`config.mk`:
```
export PLATFORM = sky130hd
export DESIGN_NAME = eq_gain_sequencer_flat
export DESIGN_NICKNAME = d
export VERILOG_FILES = /design/src/rtl/eq_pkg.sv /design/src/rtl/eq_gain_sequencer_if.sv /design/src/rtl/eq_gain_ramp.sv /design/src/rtl/eq_gain_sequencer.sv /design/src/flat_wrapper.sv
export SDC_FILE = /design/constraint.sdc
export NUM_CORES = 1
export LEC_CHECK = 0
export CORE_ASPECT_RATIO = 0.6
export CORE_MARGIN = 2
export CORE_UTILIZATION = 53
export DETAILED_ROUTE_END_ITERATION = 10
export PLACE_DENSITY = 0.88
export SLEW_MARGIN = 15
export SYNTH_ARGS = -nofsm -noshare
export SYNTH_HDL_FRONTEND = slang
export SYNTH_HIERARCHICAL = 1
export SYNTH_SLANG_ARGS = --single-unit
```
`constraint.sdc`:
```
create_clock -name clk -period 6.8 [get_ports clk]
set_input_delay 1.36 -clock clk [delete_from_list [all_inputs] [get_ports clk]]
set_output_delay 1.36 -clock clk [all_outputs]
set_load 0.05 [all_outputs]
```
`src/rtl/eq_pkg.sv`:
```
// Shared definitions for the equalizer gain sequencer: register map,
// controller state encoding, status bit positions and the read-error word.
package eq_pkg;

    // Register byte offsets, decoded from adr[7:0]
    localparam logic [7:0] EQ_TGTB = 8'h00;
    localparam logic [7:0] EQ_TGTH = 8'h04;
    localparam logic [7:0] EQ_DIV  = 8'h08;
    localparam logic [7:0] EQ_CTRL = 8'h0C;
    localparam logic [7:0] EQ_STAT = 8'h10;
    localparam logic [7:0] EQ_CNT  = 8'h14;

    typedef enum logic [1:0] {
        IDLE   = 2'd0,
        WAIT   = 2'd1,
        UPDATE = 2'd2
    } state_t;

    // Status register layout
    localparam int ST_BUSY = 0;
    localparam int ST_RAMP = 1;
    localparam int ST_OVR  = 2;
    localparam int ST_TMO  = 3;
    localparam int ST_GB   = 4;
    localparam int ST_GH   = 8;

    // Returned for reads of unmapped addresses
    localparam logic [31:0] RD_ERR = 32'hFF;

endpackage

```
`src/rtl/eq_gain_sequencer_if.sv`:
```
// Wishbone slave bus bundle for the gain sequencer.
//   master: drives stb/cyc/we/adr/sel/dat_i, receives dat_o/ack
//   slave : the reverse
interface eq_gain_sequencer_if;
    logic        wb_stb_i;
    logic        wb_cyc_i;
    logic        wb_we_i;
    logic [31:0] wb_adr_i;
    logic [3:0]  wb_sel_i;
    logic [31:0] wb_dat_i;
    logic [31:0] wb_dat_o;
    logic        wb_ack_o;

    modport master (
        output wb_stb_i, wb_cyc_i, wb_we_i, wb_adr_i, wb_sel_i, wb_dat_i,
        input  wb_dat_o, wb_ack_o
    );

    modport slave (
        input  wb_stb_i, wb_cyc_i, wb_we_i, wb_adr_i, wb_sel_i, wb_dat_i,
        output wb_dat_o, wb_ack_o
    );
endinterface

```
`src/rtl/eq_gain_ramp.sv`:
```
// One gain control: holds the current gain and its software target.
// Ports:
//   clk, reset        clock, async active-high reset
//   tgt_we, tgt_wdata target register write
//   step              move gain one unit toward target (saturates at target)
//   jump              load gain straight from target (takes priority over step)
//   gain, tgt         current gain and target
module eq_gain_ramp #(
    parameter int W = 3
) (
    input  logic         clk,
    input  logic         reset,
    input  logic         tgt_we,
    input  logic [W-1:0] tgt_wdata,
    input  logic         step,
    input  logic         jump,
    output logic [W-1:0] gain,
    output logic [W-1:0] tgt
);

    always_ff @(posedge clk or posedge reset) begin
        if (reset) begin
            gain <= '0;
            tgt  <= '0;
        end else begin
            if (tgt_we)
                tgt <= tgt_wdata;
            // A step always uses the target held before this cycle's write,
            // so a mid-ramp retarget takes effect at the following step.
            if (jump)
                gain <= tgt;
            else if (step) begin
                if (gain < tgt)
                    gain <= gain + 1'b1;
                else if (gain > tgt)
                    gain <= gain - 1'b1;
            end
        end
    end

endmodule

```
`src/rtl/eq_gain_sequencer.sv`:
```
// Equalizer gain sequencer: admits one ADC sample at a time into the
// equalizer datapath, waits for its completion strobe (with timeout), and
// ramps the bass/high gains toward software targets between samples.
// Ports:
//   clk, reset       clock, async active-high reset
//   RDYin            new ADC sample pulse
//   RDYeq            datapath completion pulse
//   sample_go        registered pulse forwarding an admitted sample
//   gainb, gainh     gain controls to the datapath
//   irq              registered level interrupt
//   wb               Wishbone slave (1 wait state, registered read data)
module eq_gain_sequencer
    import eq_pkg::*;
#(
    parameter int GAIN_W  = 3,
    parameter int TIMEOUT = 1023,
    parameter int CNT_W   = 16
) (
    input  logic              clk,
    input  logic              reset,
    input  logic              RDYin,
    input  logic              RDYeq,
    output logic              sample_go,
    output logic [GAIN_W-1:0] gainb,
    output logic [GAIN_W-1:0] gainh,
    output logic              irq,
    eq_gain_sequencer_if.slave wb
);

    localparam int TW = $clog2(TIMEOUT + 1);

    state_t            state, state_nx;
    logic [TW-1:0]     tmo_cnt;
    logic [7:0]        div, div_cnt;
    logic [CNT_W-1:0]  cnt;
    logic              ovr, tmo, irq_en, bypass;
    logic              ack_q;
    logic [GAIN_W-1:0] tgt_b, tgt_h;
    logic [31:0]       status, rdata;

    logic issue, complete, tmo_hit, upd;

    // Bus access acts only on the first strobe cycle; ack follows one later.
    logic       acc, wr, rd;
    logic [7:0] a;
    assign a   = wb.wb_adr_i[7:0];
    assign acc = wb.wb_stb_i & wb.wb_cyc_i & ~ack_q;
    assign wr  = acc & wb.wb_we_i;
    assign rd  = acc & ~wb.wb_we_i;
    assign wb.wb_ack_o = wb.wb_stb_i & wb.wb_cyc_i & ack_q;

    logic unused_bits;
    assign unused_bits = ^{wb.wb_adr_i[31:8], wb.wb_sel_i, wb.wb_dat_i[31:8]};

    // ---------------- controller FSM ----------------
    always_ff @(posedge clk or posedge reset) begin
        if (reset) state <= IDLE;
        else       state <= state_nx;
    end

    always_comb begin
        state_nx = state;
        issue    = 1'b0;
        complete = 1'b0;
        tmo_hit  = 1'b0;
        upd      = 1'b0;
        case (state)
            IDLE: if (RDYin) begin
                issue    = 1'b1;
                state_nx = WAIT;
            end
            WAIT: begin
                // Completion wins over a timeout landing on the same cycle.
                if (RDYeq) begin
                    complete = 1'b1;
                    state_nx = UPDATE;
                end else if (tmo_cnt == TW'(TIMEOUT)) begin
                    tmo_hit  = 1'b1;
                    state_nx = IDLE;
                end
            end
            UPDATE: begin
                upd      = 1'b1;
                state_nx = IDLE;
            end
            default: state_nx = IDLE;
        endcase
    end

    // A sample arriving while one is in flight (or gains are updating) is dropped.
    logic ovr_set;
    assign ovr_set = RDYin & (state != IDLE);

    // ---------------- gain ramps ----------------
    logic do_step, do_jump;
    assign do_step = upd & (div_cnt == 8'd1);
    assign do_jump = upd & bypass;

    eq_gain_ramp #(.W(GAIN_W)) u_ramp_b (
        .clk       (clk),
        .reset     (reset),
        .tgt_we    (wr && a == EQ_TGTB),
        .tgt_wdata (wb.wb_dat_i[GAIN_W-1:0]),
        .step      (do_step),
        .jump      (do_jump),
        .gain      (gainb),
        .tgt       (tgt_b)
    );

    eq_gain_ramp #(.W(GAIN_W)) u_ramp_h (
        .clk       (clk),
        .reset     (reset),
        .tgt_we    (wr && a == EQ_TGTH),
        .tgt_wdata (wb.wb_dat_i[GAIN_W-1:0]),
        .step      (do_step),
        .jump      (do_jump),
        .gain      (gainh),
        .tgt       (tgt_h)
    );

    // ---------------- registers ----------------
    logic [7:0] div_wdata;
    assign div_wdata = (wb.wb_dat_i[7:0] == 8'd0) ? 8'd1 : wb.wb_dat_i[7:0];

    logic clr_ovr, clr_tmo;
    assign clr_ovr = wr && (a == EQ_STAT) && wb.wb_dat_i[ST_OVR];
    assign clr_tmo = wr && (a == EQ_STAT) && wb.wb_dat_i[ST_TMO];

    always_ff @(posedge clk or posedge reset) begin
        if (reset) begin
            tmo_cnt   <= '0;
            div       <= 8'd1;
            div_cnt   <= 8'd1;
            cnt       <= '0;
            ovr       <= 1'b0;
            tmo       <= 1'b0;
            irq_en    <= 1'b0;
            bypass    <= 1'b0;
            sample_go <= 1'b0;
            irq       <= 1'b0;
            ack_q     <= 1'b0;
            wb.wb_dat_o <= '0;
        end else begin
            sample_go <= issue;
            ack_q     <= wb.wb_stb_i & wb.wb_cyc_i;

            if (issue)
                tmo_cnt <= '0;
            else if (state == WAIT && !complete && !tmo_hit)
                tmo_cnt <= tmo_cnt + 1'b1;

            if (complete)
                cnt <= cnt + 1'b1;

            // Divider write reloads the step countdown.
            if (wr && a == EQ_DIV) begin
                div     <= div_wdata;
                div_cnt <= div_wdata;
            end else if (upd) begin
                if (div_cnt == 8'd1) div_cnt <= div;
                else                 div_cnt <= div_cnt - 1'b1;
            end

            if (wr && a == EQ_CTRL) begin
                irq_en <= wb.wb_dat_i[0];
                bypass <= wb.wb_dat_i[1];
            end

            // Hardware set beats a same-cycle software clear.
            ovr <= ovr_set | (ovr & ~clr_ovr);
            tmo <= tmo_hit | (tmo & ~clr_tmo);
            irq <= irq_en & (ovr | tmo);

            if (rd)
                wb.wb_dat_o <= rdata;
        end
    end

    // ---------------- read mux ----------------
    always_comb begin
        status = '0;
        status[ST_BUSY] = (state != IDLE);
        status[ST_RAMP] = (gainb != tgt_b) | (gainh != tgt_h);
        status[ST_OVR]  = ovr;
        status[ST_TMO]  = tmo;
        status[ST_GB +: GAIN_W] = gainb;
        status[ST_GH +: GAIN_W] = gainh;
    end

    always_comb begin
        rdata = RD_ERR;
        case (a)
            EQ_TGTB: rdata = 32'(tgt_b);
            EQ_TGTH: rdata = 32'(tgt_h);
            EQ_DIV:  rdata = 32'(div);
            EQ_CTRL: rdata = {30'd0, bypass, irq_en};
            EQ_STAT: rdata = status;
            EQ_CNT:  rdata = 32'(cnt);
            default: rdata = RD_ERR;
        endcase
    end

endmodule

```
`src/flat_wrapper.sv`:
```
// flat-port wrapper written by rule: the top's interface ports become plain ports
module eq_gain_sequencer_flat import eq_pkg::*;
#(
    parameter int GAIN_W  = 3,
    parameter int TIMEOUT = 1023,
    parameter int CNT_W   = 16
)
  (clk, reset, RDYin, RDYeq, sample_go, gainb, gainh, irq, wb_wb_stb_i, wb_wb_cyc_i, wb_wb_we_i, wb_wb_adr_i, wb_wb_sel_i, wb_wb_dat_i, wb_wb_dat_o, wb_wb_ack_o);
  eq_gain_sequencer_if wb_i ();
  input  logic clk;
  input  logic reset;
  input  logic RDYin;
  input  logic RDYeq;
  output logic sample_go;
  output logic [GAIN_W-1:0] gainb;
  output logic [GAIN_W-1:0] gainh;
  output logic irq;
  input wire logic [$bits(wb_i.wb_stb_i)-1:0] wb_wb_stb_i;
  input wire logic [$bits(wb_i.wb_cyc_i)-1:0] wb_wb_cyc_i;
  input wire logic [$bits(wb_i.wb_we_i)-1:0] wb_wb_we_i;
  input wire logic [$bits(wb_i.wb_adr_i)-1:0] wb_wb_adr_i;
  input wire logic [$bits(wb_i.wb_sel_i)-1:0] wb_wb_sel_i;
  input wire logic [$bits(wb_i.wb_dat_i)-1:0] wb_wb_dat_i;
  output wire logic [$bits(wb_i.wb_dat_o)-1:0] wb_wb_dat_o;
  output wire logic [$bits(wb_i.wb_ack_o)-1:0] wb_wb_ack_o;
  assign wb_i.wb_stb_i = wb_wb_stb_i;
  assign wb_i.wb_cyc_i = wb_wb_cyc_i;
  assign wb_i.wb_we_i = wb_wb_we_i;
  assign wb_i.wb_adr_i = wb_wb_adr_i;
  assign wb_i.wb_sel_i = wb_wb_sel_i;
  assign wb_i.wb_dat_i = wb_wb_dat_i;
  assign wb_wb_dat_o = wb_i.wb_dat_o;
  assign wb_wb_ack_o = wb_i.wb_ack_o;
  eq_gain_sequencer #(.GAIN_W(GAIN_W), .TIMEOUT(TIMEOUT), .CNT_W(CNT_W)) u_core (.clk(clk), .reset(reset), .RDYin(RDYin), .RDYeq(RDYeq), .sample_go(sample_go), .gainb(gainb), .gainh(gainh), .irq(irq), .wb(wb_i));
endmodule
```
==> summary.txt <==
Run status
  – Status: complete, no violations

STA
  – Least-Margin Pin Slew: 0.861 ns
  – Fin Setup TNS: 0 ns
  – Achievable Freq: 237 MHz
  – Worst Slack Setup Final: 2.57 ns
  – Final hold violation count: 0
  – Crit path time final: 4.23 ns
  – Unrepaired setup endpoints after global routing: no
  – Period utilization: 62.2%
  – Max-slew violations: 0
  – Final setup violation count: 0
  – Worst Clk Skew: 0.00444 ns
  – Rel. slew slack: 42.6%

Setup path
  – CP startpoint: wb_wb_stb_i
  – CP endpoint: wb_wb_ack_o
  – Critical Path Sink Type: output port
  – RR Startpoint: u_core/div_cnt[0]$_DFFE_PP1P_
  – Crit Path Class: input pin to output port
  – Crit path max fanout: 4
  – Most numerous cell on the critical path: clkdlybuf4s50_1
  – Worst path slowest cell: clkdlybuf4s50_1
  – RR Endpoint: u_core/u_ramp_h/gain[2]$_DFFE_PP0P_
  – Slowest stage delay, CP: 0.82 ns
  – CP startpoint kind: input pin
  – Critical Path RT: 5.44 ns
  – Critical-path cell list: clkdlybuf4s50_1, and3_1, clkdlybuf4s50_1
  – CP arrival: 2.87 ns
  – R2R setup slack: 4.15 ns
  – Reg2Reg Depth: 7

Pwr
  – Part of the power in combinational logic: 18.5%
  – Total power: 0.00141 W
  – Reg power frac: 41.9%
  – P_sw: 0.000409 W
  – Int Pwr: 0.000997 W
  – Peak VDD IR: 0.132 mV
  – Clk pwr share: 39.6%
  – Power Density: 262 nW/um2
  – Switching share of power: 29.1%
  – Leakage power: 2.34 nW

Routing
  – Drt initial violations: 393
  – Vias/cell: 6.21
  – DR pass1 iterations: 5
  – ANT nets after route: 0
  – WL/cell: 17.9 um
  – Routed WL: 11.3 mm
  – DRC violations left: 0
  – Via count: 3907

Global route
  – GR Layer Usage met1: 35.1%
  – First-pass GRT wire length: 18.4 mm
  – GRT overflow: 0
  – Largest net degree at the start of global routing: 68
  – Initial antenna violation count: 0
  – GR Util All Layers: 26.1%
  – Number of global-route vias before repair: 3703
  – GRT busiest layer: met2
  – Met3 GRT Util: 6.44%
  – M2 GR Usage: 42.5%

Final layout
  – Diode count: 0
  – Layout cells sized above 1: 9.79%
  – Area Growth Syn to Fin: 19.1%
  – Commonest non-fill, non-tap cell in the layout: dfrtp_1
  – Most frequent cells in the layout: dfrtp_1 (77), nand2_1 (73), clkdlybuf4s50_1 (47), nand3_1 (28), nor2_1 (25)
  – Nets: 604
  – Post-layout util: 66.4%

Synthesis
  – Count of different cell masters after synthesis: 75
  – Post-synth ARST share: 100%
  – Yosys warns: 6
  – Synthesized flop and latch total: 79
  – Syn_area_per_cell: 9.60 um2
  – Seq/Total Area, Yosys: 44.0%
  – Post-Synthesis Cell Area: 4500 um2
  – Synth Flop Type: dfrtp_1
  – Synth Instances: 469
  – Post-synth EDFFs: 0

Clocking
  – Post-CTS Hold Fix Bufs: 0
  – TritonCTS Buffers: 9
  – Reg clk slew, reported paths: 0.06 ns
  – Worst skew pair latency: 0.34 ns
  – Clock root buffer: clkbuf_16
  – Htree depth: 3
  – Clk buf depth: 2
  – CTS sink count: 79
  – CTS tree: yes
  – Number of gates resized after cts: 0
  – Post-CTS setup buffer count: 0

Die
  – # rows: 25
  – Core area: 8070 um2
  – IO Pins: 116
  – Initial Utilization: 55.8%
  – Die area: 9270 um2
  – Chip width: 123 um
  – Die H: 75.4 um

Job
  – Max_cap viols: 0

Placement
  – Buffers added on ports: 47
  – RD Place Congestion: 0.879
  – Dpl ws: 2.58 ns
  – Detailed placement HPWL: 8.14 mm

Hold path
  – Class of the worst hold path: flip-flop to flip-flop
cells in the mapped netlist (9+ instances only):
cell type / instances / area, um2
a21oi_1: 17 / 85.1
xnor2_1: 20 / 175
ha_1: 10 / 125
buf_4: 17 / 128
nor3_1: 9 / 45.0
inv_1: 16 / 60.1
nand3_1: 28 / 140
nor2_1: 25 / 93.8
o21ai_0: 20 / 100
dfrtp_1: 77 / 1930
nand2_1: 73 / 274
and3_1: 12 / 75.1
cell type report:
type / instances / area (um2)
clock buffers: 12 / 256
clock inverters: 3 / 90.1
fillers: 641 / 2710
inverters: 17 / 63.8
multi-input cells: 361 / 2350
flip-flops and latches: 79 / 1980
well taps: 108 / 135
repair buffers: 49 / 485
worst min path at each step:
stage | start | endpoint | cells past startpoint
after CTS | u_core/cnt[15]$_DFFE_PP0P_ | u_core/cnt[15]$_DFFE_PP0P_ | 1
after global placement | u_core/wb.wb_dat_o[14]$_DFFE_PP0P_ | u_core/wb.wb_dat_o[14]$_DFFE_PP0P_ | 2
final | u_core/wb.wb_dat_o[11]$_DFFE_PP0P_ | u_core/wb.wb_dat_o[11]$_DFFE_PP0P_ | 2
after detailed placement | u_core/wb.wb_dat_o[11]$_DFFE_PP0P_ | u_core/wb.wb_dat_o[11]$_DFFE_PP0P_ | 2
after floorplan | u_core/cnt[15]$_DFFE_PP0P_ | u_core/cnt[15]$_DFFE_PP0P_ | 1
after global routing | u_core/wb.wb_dat_o[11]$_DFFE_PP0P_ | u_core/wb.wb_dat_o[11]$_DFFE_PP0P_ | 2
stage by stage:
stage | hold slack [ns] | instances | area [um2]
2_1_floorplan | 0.445 | 484 | 4560
3_3_place_gp | 0.451 | 614 | 5010
3_5_place_dp | 0.464 | 614 | 5010
4_1_cts | 0.475 | 629 | 5360
5_1_grt | 0.492 | 629 | 5360
6_report | 0.473 | 629 | 5360
state kept, by name, indices dropped and copies added, names as in the netlist:
name                  cells
u_core/ack_q              1
u_core/u_ramp_b/gain      3
u_core/irq_en             1
u_core/u_ramp_h/gain      3
u_core/u_ramp_h/tgt       3
u_core/tmo                1
u_core/u_ramp_b/tgt       3
u_core/cnt               16
u_core/sample_go          1
u_core/div                8
u_core/div_cnt            8
u_core/wb.wb_dat_o       16
u_core/irq                1
u_core/ovr                1
u_core/state              2
u_core/bypass             1
u_core/tmo_cnt           10
power by group through the flow:
| stage | registers, W | clock network (W) | logic, W |
|---|---|---|---|
| 2_1_floorplan | 0.000589 | 0 | 0.000180 |
| 3_3_place_gp | 0.000589 | 0 | 0.000239 |
| 3_5_place_dp | 0.000593 | 0 | 0.000255 |
| 4_1_cts | 0.000587 | 0.000564 | 0.000258 |
| 5_1_grt | 0.000594 | 0.000586 | 0.000285 |
| 6_report | 0.000589 | 0.000557 | 0.000260 |
worst max-delay path, delay by kind of cell:
family                 cells  cell delay (ns)
buffers and inverters      2             1.33
and+or+nand+nor            1             0.18
kinds of logic (layout without fill, tap and decap cells):
family                   after synthesis  after routing  share of synthesized area [%]
AND/OR/NAND/NOR                      206            206                           25.7
AO/OA/AOI/OAI                         87             87                           12.9
flip-flops                            79             79                           44.0
buffers and inverters                 44             81                           5.22
XOR/XNOR                              24             24                           4.67
multiplexers                          16             16                           3.78
adder cells (fa/ha/maj)               12             12                           3.67
other                                  1             16                         0.0833
routing by layer:
metal,wire (um),vias to the layer above
met5,0,-
met4,173,0
met3,753,18
met2,5390,164
met1,4970,1962
li1,-,1763
Power figures use the tool's default switching activity.
